===== src/rtl/clk_div_controller.sv =====
// Programmable 50%-duty clock divider with a ready/valid divisor port.
// New divisors requested while running take effect only at a clk_out falling edge.
module clk_div_controller #(
   parameter int DEF_DIV = 4,
   parameter int DIV_W   = 8
) (
   input  logic             clk,
   input  logic             rst,
   input  logic             en,
   input  logic             cfg_valid,
   input  logic [DIV_W-1:0] cfg_div,
   output logic             cfg_ready,
   output logic             cfg_err,
   output logic             clk_out,
   output logic             tick,
   output logic             busy,
   output logic [DIV_W-1:0] cur_div
);

   localparam logic [1:0] S_IDLE = 2'd0;
   localparam logic [1:0] S_RUN  = 2'd1;
   localparam logic [1:0] S_PEND = 2'd2;
   localparam logic [1:0] S_STOP = 2'd3;

   logic [1:0]       state;
   logic [DIV_W-2:0] cnt;
   logic [DIV_W-1:0] pend_div;
   logic             hs, div_ok, terminal, boundary;

   assign cfg_ready = (state == S_IDLE) || (state == S_RUN);
   assign busy      = (state != S_IDLE);
   assign hs        = cfg_valid && cfg_ready;
   assign div_ok    = !cfg_div[0] && (cfg_div >= DIV_W'(2));
   assign terminal  = ({1'b0, cnt} == ((cur_div >> 1) - DIV_W'(1)));
   // A period ends on the falling edge of clk_out.
   assign boundary  = terminal && clk_out;

   always_ff @(posedge clk or posedge rst) begin
      if (rst) begin
         state    <= S_IDLE;
         cnt      <= '0;
         clk_out  <= 1'b0;
         tick     <= 1'b0;
         cfg_err  <= 1'b0;
         cur_div  <= DIV_W'(DEF_DIV);
         pend_div <= '0;
      end else begin
         tick    <= 1'b0;
         cfg_err <= hs && !div_ok;
         if (state == S_IDLE) begin
            cnt     <= '0;
            clk_out <= 1'b0;
            if (hs && div_ok) cur_div <= cfg_div;
            if (en) state <= S_RUN;
         end else begin
            if (terminal) begin
               cnt     <= '0;
               clk_out <= !clk_out;
               tick    <= !clk_out;
            end else begin
               cnt <= cnt + 1'b1;
            end
            case (state)
               S_RUN: begin
                  if (hs && div_ok) begin
                     pend_div <= cfg_div;
                     state    <= S_PEND;
                  end else if (!en) begin
                     // Dropping en exactly on the falling edge already completes the period.
                     state <= boundary ? S_IDLE : S_STOP;
                  end
               end
               S_STOP: begin
                  if (en) state <= S_RUN;
                  else if (boundary) state <= S_IDLE;
               end
               S_PEND: begin
                  if (boundary) begin
                     cur_div  <= pend_div;
                     pend_div <= '0;
                     state    <= en ? S_RUN : S_IDLE;
                  end
               end
               default: state <= S_IDLE;
            endcase
         end
      end
   end

endmodule


===== config.mk =====
export PLATFORM = sky130hd
export DESIGN_NAME = clk_div_controller
export DESIGN_NICKNAME = d
export VERILOG_FILES = /design/src/rtl/clk_div_controller.sv
export SDC_FILE = /design/constraint.sdc
export NUM_CORES = 1
export LEC_CHECK = 0
export CAP_MARGIN = 20
export CORE_MARGIN = 2
export CORE_UTILIZATION = 45
export DETAILED_ROUTE_END_ITERATION = 12
export PLACE_DENSITY = 0.69
export SYNTH_ARGS = -nofsm -noshare
export SYNTH_HDL_FRONTEND = slang
export SYNTH_SLANG_ARGS = --single-unit

===== constraint.sdc =====
create_clock -name clk -period 4.2 [get_ports clk]
set_input_delay 1.26 -clock clk [delete_from_list [all_inputs] [get_ports clk]]
set_output_delay 1.26 -clock clk [all_outputs]
set_load 0.05 [all_outputs]

### After elaboration in Yosys (flattened, before gate mapping)

Cells that the tools add are included.
W data, S select, Z words.

* register bits after elaboration: 28
* bits of input ports: 12
* output and inout port bits: 13
* word-level logic and storage cells: 62

* add/sub/neg operators: 2
* order comparisons: 1
* equal/unequal tests: 11
* mux-type cells: 22
* bitwise operators: 1
* reductions and logical operators: 18

Operators with widths (number)
* $mux W8: 5
* $mux W2: 8
* $pmux W8 S2: 1
* $mux W7: 2
* $reduce_bool A2 Y1: 5
* $eq A7 B8 Y1: 1
* $ge A8 B2 Y1 const B: 1
* $reduce_and A4 Y1: 2
* $sub A7 B1 Y8 const B: 1
* $add A7 B1 Y7 const B: 1
* $ne A3 B3 Y1 const B: 2
* $pmux W2 S3: 1
* $logic_and A1 B1 Y1: 5
* $mux W1: 5
* $eq A2 B2 Y1 const B: 2
* $ne A2 B1 Y1 const B: 2
* $ne A2 B2 Y1 const B: 2
* $ne A4 B3 Y1 const B: 1
* $logic_not A1 Y1: 3
* $reduce_and A3 Y1: 1
* $eq A2 B1 Y1 const B: 1
* $logic_not A2 Y1: 1
* $logic_or A1 B1 Y1: 1
* $not A1 Y1: 1

### Depth between registers and ports, before layout

* depth in word-level cells: 8
* mapped depth: 9
* gate-level depth less buffers: 8

### Worst setup path after synthesis

No wires, ideal clock.

* kind: register to register
* start: register cur_div[1]
* end: register cur_div[0]
* arrival time: 2664 ps
* required time: 4075 ps
* slack: 1411 ps
* stages on the path, launching flop included: 9
* buffers on the path: 0
* cell sequence: dfrtp_1 -> inv_1 -> ha_1 -> xor2_1 -> and4_4 -> or4_1 -> nor4b_4 -> a21oi_4 -> mux2_4

* longest elaborated chain between the ends: 5

Ends and longest elaborated chain
* start: declaration: RTL line 17 `output logic [DIV_W-1:0] cur_div`
* start signal: assignment: RTL line 45 `cur_div <= DIV_W'(DEF_DIV);`
* start signal: assignment: RTL line 53 `if (hs && div_ok) cur_div <= cfg_div;`
* start signal: assignment: RTL line 79 `cur_div <= pend_div;`
* $sub A7 B1 Y8: RTL line 34 `assign terminal = ({1'b0, cnt} == ((cur_div >> 1) - DIV_W'(1)));`
* $eq A7 B8 Y1: RTL line 34
* $logic_and A1 B1 Y1: RTL line 36 `assign boundary = terminal && clk_out;`
* $reduce_bool A2 Y1 (no source line)
* $reduce_and A3 Y1 (no source line)

Every way passes these cells.
A chain may end at the register's enable or synchronous reset.

### Worst setup path after layout

* start: register state[0]
* end: output port busy

* longest elaborated chain between the ends: 1

Ends and longest elaborated chain
* start: declaration: RTL line 25 `logic [1:0] state;`
* start signal: assignment: RTL line 70 `state <= boundary ? S_IDLE : S_STOP;`
* start signal: assignment: RTL line 81 `state <= en ? S_RUN : S_IDLE;`
* $reduce_bool A2 Y1: RTL line 31 `assign busy = (state != S_IDLE);`
* end: declaration: RTL line 16 `output logic busy,`

Every way passes these cells.

==> flow_summary.yaml <==
worst_setup_path:
  reg2reg_slack_ps: 1390
  crit_type: "flip-flop to output pin"
  r2r_start: "cur_div[2]"
  reg2regPathDepth: 8
  startpoint_type: "flip-flop"
  timing.rr.end: "cur_div[6]"
  cp-end-kind: "output pin"
  arrival_ps: 1930
  critPathRequiredTime_ps: 2940
  cp_max_fo: 19
synth:
  syn_nets: 161
  yosysTopAreaCellShare_pct: 43.6
  synthMostInstantiatedCell: "dfrtp_1"
  synth_cell_types: 39
  ys_ff_latch: 28
  synthFlopType: "dfrtp_1"
  syn_avg_cell_area_sq_um: 10.5
  synth_commonest_cells: "dfrtp_1 (27), nand2_1 (20), nor2_1 (8), nor3_1 (8), xnor2_1 (8)"
  yosys.area.top_type: "dfrtp_1"
  synth-edff-count: 0
  async_flop_share_pct: 100
  ys_warn_count: 0
  synth_area_sq_um: 1550
  synthCells: 147
  ys_seq_area_share_pct: 45.3
  synthTopCellsByArea: "dfrtp_1 (44%), mux2_4 (5.8%), nand2_1 (4.8%)"
hold_path:
  hold_end: "pend_div[0]"
  hold_depth: 2
  min_from: "pend_div[0]"
  min_path_type: "flip-flop to flip-flop"
routing:
  routed_via_density: 5.28
  num_vias: 1166
  firstDrtPassIters: 4
  wl_per_cell_um: 14.3
  drt_iter0_markers: 52
  drcViolationCount: 0
  ant_nets: 0
  wl_um: 3150
die:
  coreArea_sq_um: 3310
  start_util_pct: 46.8
  dieHeight_um: 62.7
  ioPinCount: 25
  die_w_um: 62.7
  dieArea_sq_um: 3930
  rows: 21
run_status:
  status: "finished clean"
grt:
  gr-usage-all-layers_pct: 17.5
  gr-total-overflow: 0
  grt_pass1_wl_um: 5600
  grt_start_max_net_pins: 29
  antenna_found_initial: 0
  grt_pass1_vias: 1195
finish:
  antenna_cells: 0
  multi_input_area_sq_um: 812
  seq_area_sq_um: 702
  fillers: 293
  nets: 190
  layout-drive-gt1-share_pct: 16.6
  syn_to_final_growth_pct: 24.6
  fin_area_sq_um: 1930
power:
  ir_drop_mv: 0.311
  p_leak_nw: 0.884
  p_per_area_nw_per_um2: 753
placement:
  dp_hpwl_um: 2360
  place_ws_ps: 917
  place_area_sq_um: 1850
  gp_congestion: 0.857
  portBuffers: 24
timing:
  finalSetupViolCount: 0
  finalClockSkew_ps: 5.45
  finalSetupTns_ps: 0
  min_period_ps: 3190
  worst_pin_slew_ps: 577
  hold_viol: 0
  fin_ws_ps: 1010
  fmax_mhz: 314
  slew-limit-headroom_pct: 61.4
  slew_viol_final: 0
  rsz0062_at_grt: "no"
  post-route-period-util_pct: 75.8
clock_tree:
  clockBufferDepth: 2
  hold_buffers: 0
  cts_root_buf: "clkbuf_4"
  cts_tree: "done"
  clkTransAtPathRegs_ps: 150
  cts_buffers: 3
  htreeDepth: 1
  cts_sinks: 28
  cts_setup_buffers: 0
  post_cts_resized: 0
  clock_latency_ps: 330
job:
  cap_violations: 0
## state kept, by name (all words and copies together) (netlist names)
| register | flops |
|---|---|
| cur_div | 8 |
| tick | 1 |
| cnt | 7 |
| cfg_err | 1 |
| pend_div | 8 |
| clk_out | 1 |
| state | 2 |
## per-layer routing
layer	up-vias	share of wire [%]	GRT usage, %	wire [um]
met5	-	0	0	0
met2	21	47	29.2	1490
met3	4	3.4	2.88	108
met1	570	48	23.6	1530
li1	571	-	-	-
met4	0	0.98	5.00	31
## through the flow
step	cells	hold WS (ps)	util, %	total power [mW]
2_1_floorplan	147	454	-	1.06
3_3_place_gp	216	488	55.9	1.26
3_5_place_dp	216	493	55.9	1.28
4_1_cts	220	515	57.4	1.46
5_1_grt	221	543	58.3	1.55
6_report	221	506	58.3	1.45
## critical path: stages, from the launching register on
cell             delay, ps
dfrtp_1                470
nor2_1                  60
buf_4                  210
inv_1                   70
clkdlybuf4s50_1        790
## area by class of cell
type | instances | area share (%)
inverter | 6 | 1.17
tap | 46 | 2.98
timing repair buffer | 27 | 14.7
multi-input combinational | 110 | 42.1
clock buffer | 3 | 1.17
sequential | 28 | 36.4
clock inverter | 1 | 1.56
## where the power goes
| part | internal (mW) | switching, mW |
|---|---|---|
| registers | 0.376 | 0.115 |
| clock network | 0.0965 | 0.0789 |
| logic | 0.345 | 0.441 |
## worst max path at each step
stage	to	startpoint	slack [ps]	cells past startpoint
final	busy	state[0]	1010	4
after floorplan	cur_div[0]	cur_div[1]	1410	8
after global placement	cur_div[6]	cfg_div[6]	1010	6
after detailed placement	cur_div[0]	cfg_div[6]	920	6
after CTS	busy	state[0]	1000	4
after global routing	busy	state[1]	880	4
## cells in the final DEF, fill, tap and decap left out, drive strengths merged, types with 2 or more instances in the layout
cell	count
and2b	2
nor3	9
nor3b	3
and2	2
buf	3
xnor2	8
o21ai	7
ha	2
xor2	5
nand2b	2
clkbuf	3
a21oi	7
and3	2
mux2	12
a211oi	2
inv	6
dfrtp	27
nor2	8
nand2	20
clkdlybuf4s50	24
nand3	4
mux2i	4
## kinds of logic after synthesis
kind of cell	Yosys count	share of synthesized area, %
adder cells (fa/ha/maj)	2	1.62
flip-flops	28	45.3
XOR/XNOR	13	7.35
AO/OA/AOI/OAI	19	8.00
buffers and inverters	9	2.26
AND/OR/NAND/NOR	60	22.7
multiplexers	16	12.8
(Power assumes the default switching activity.)
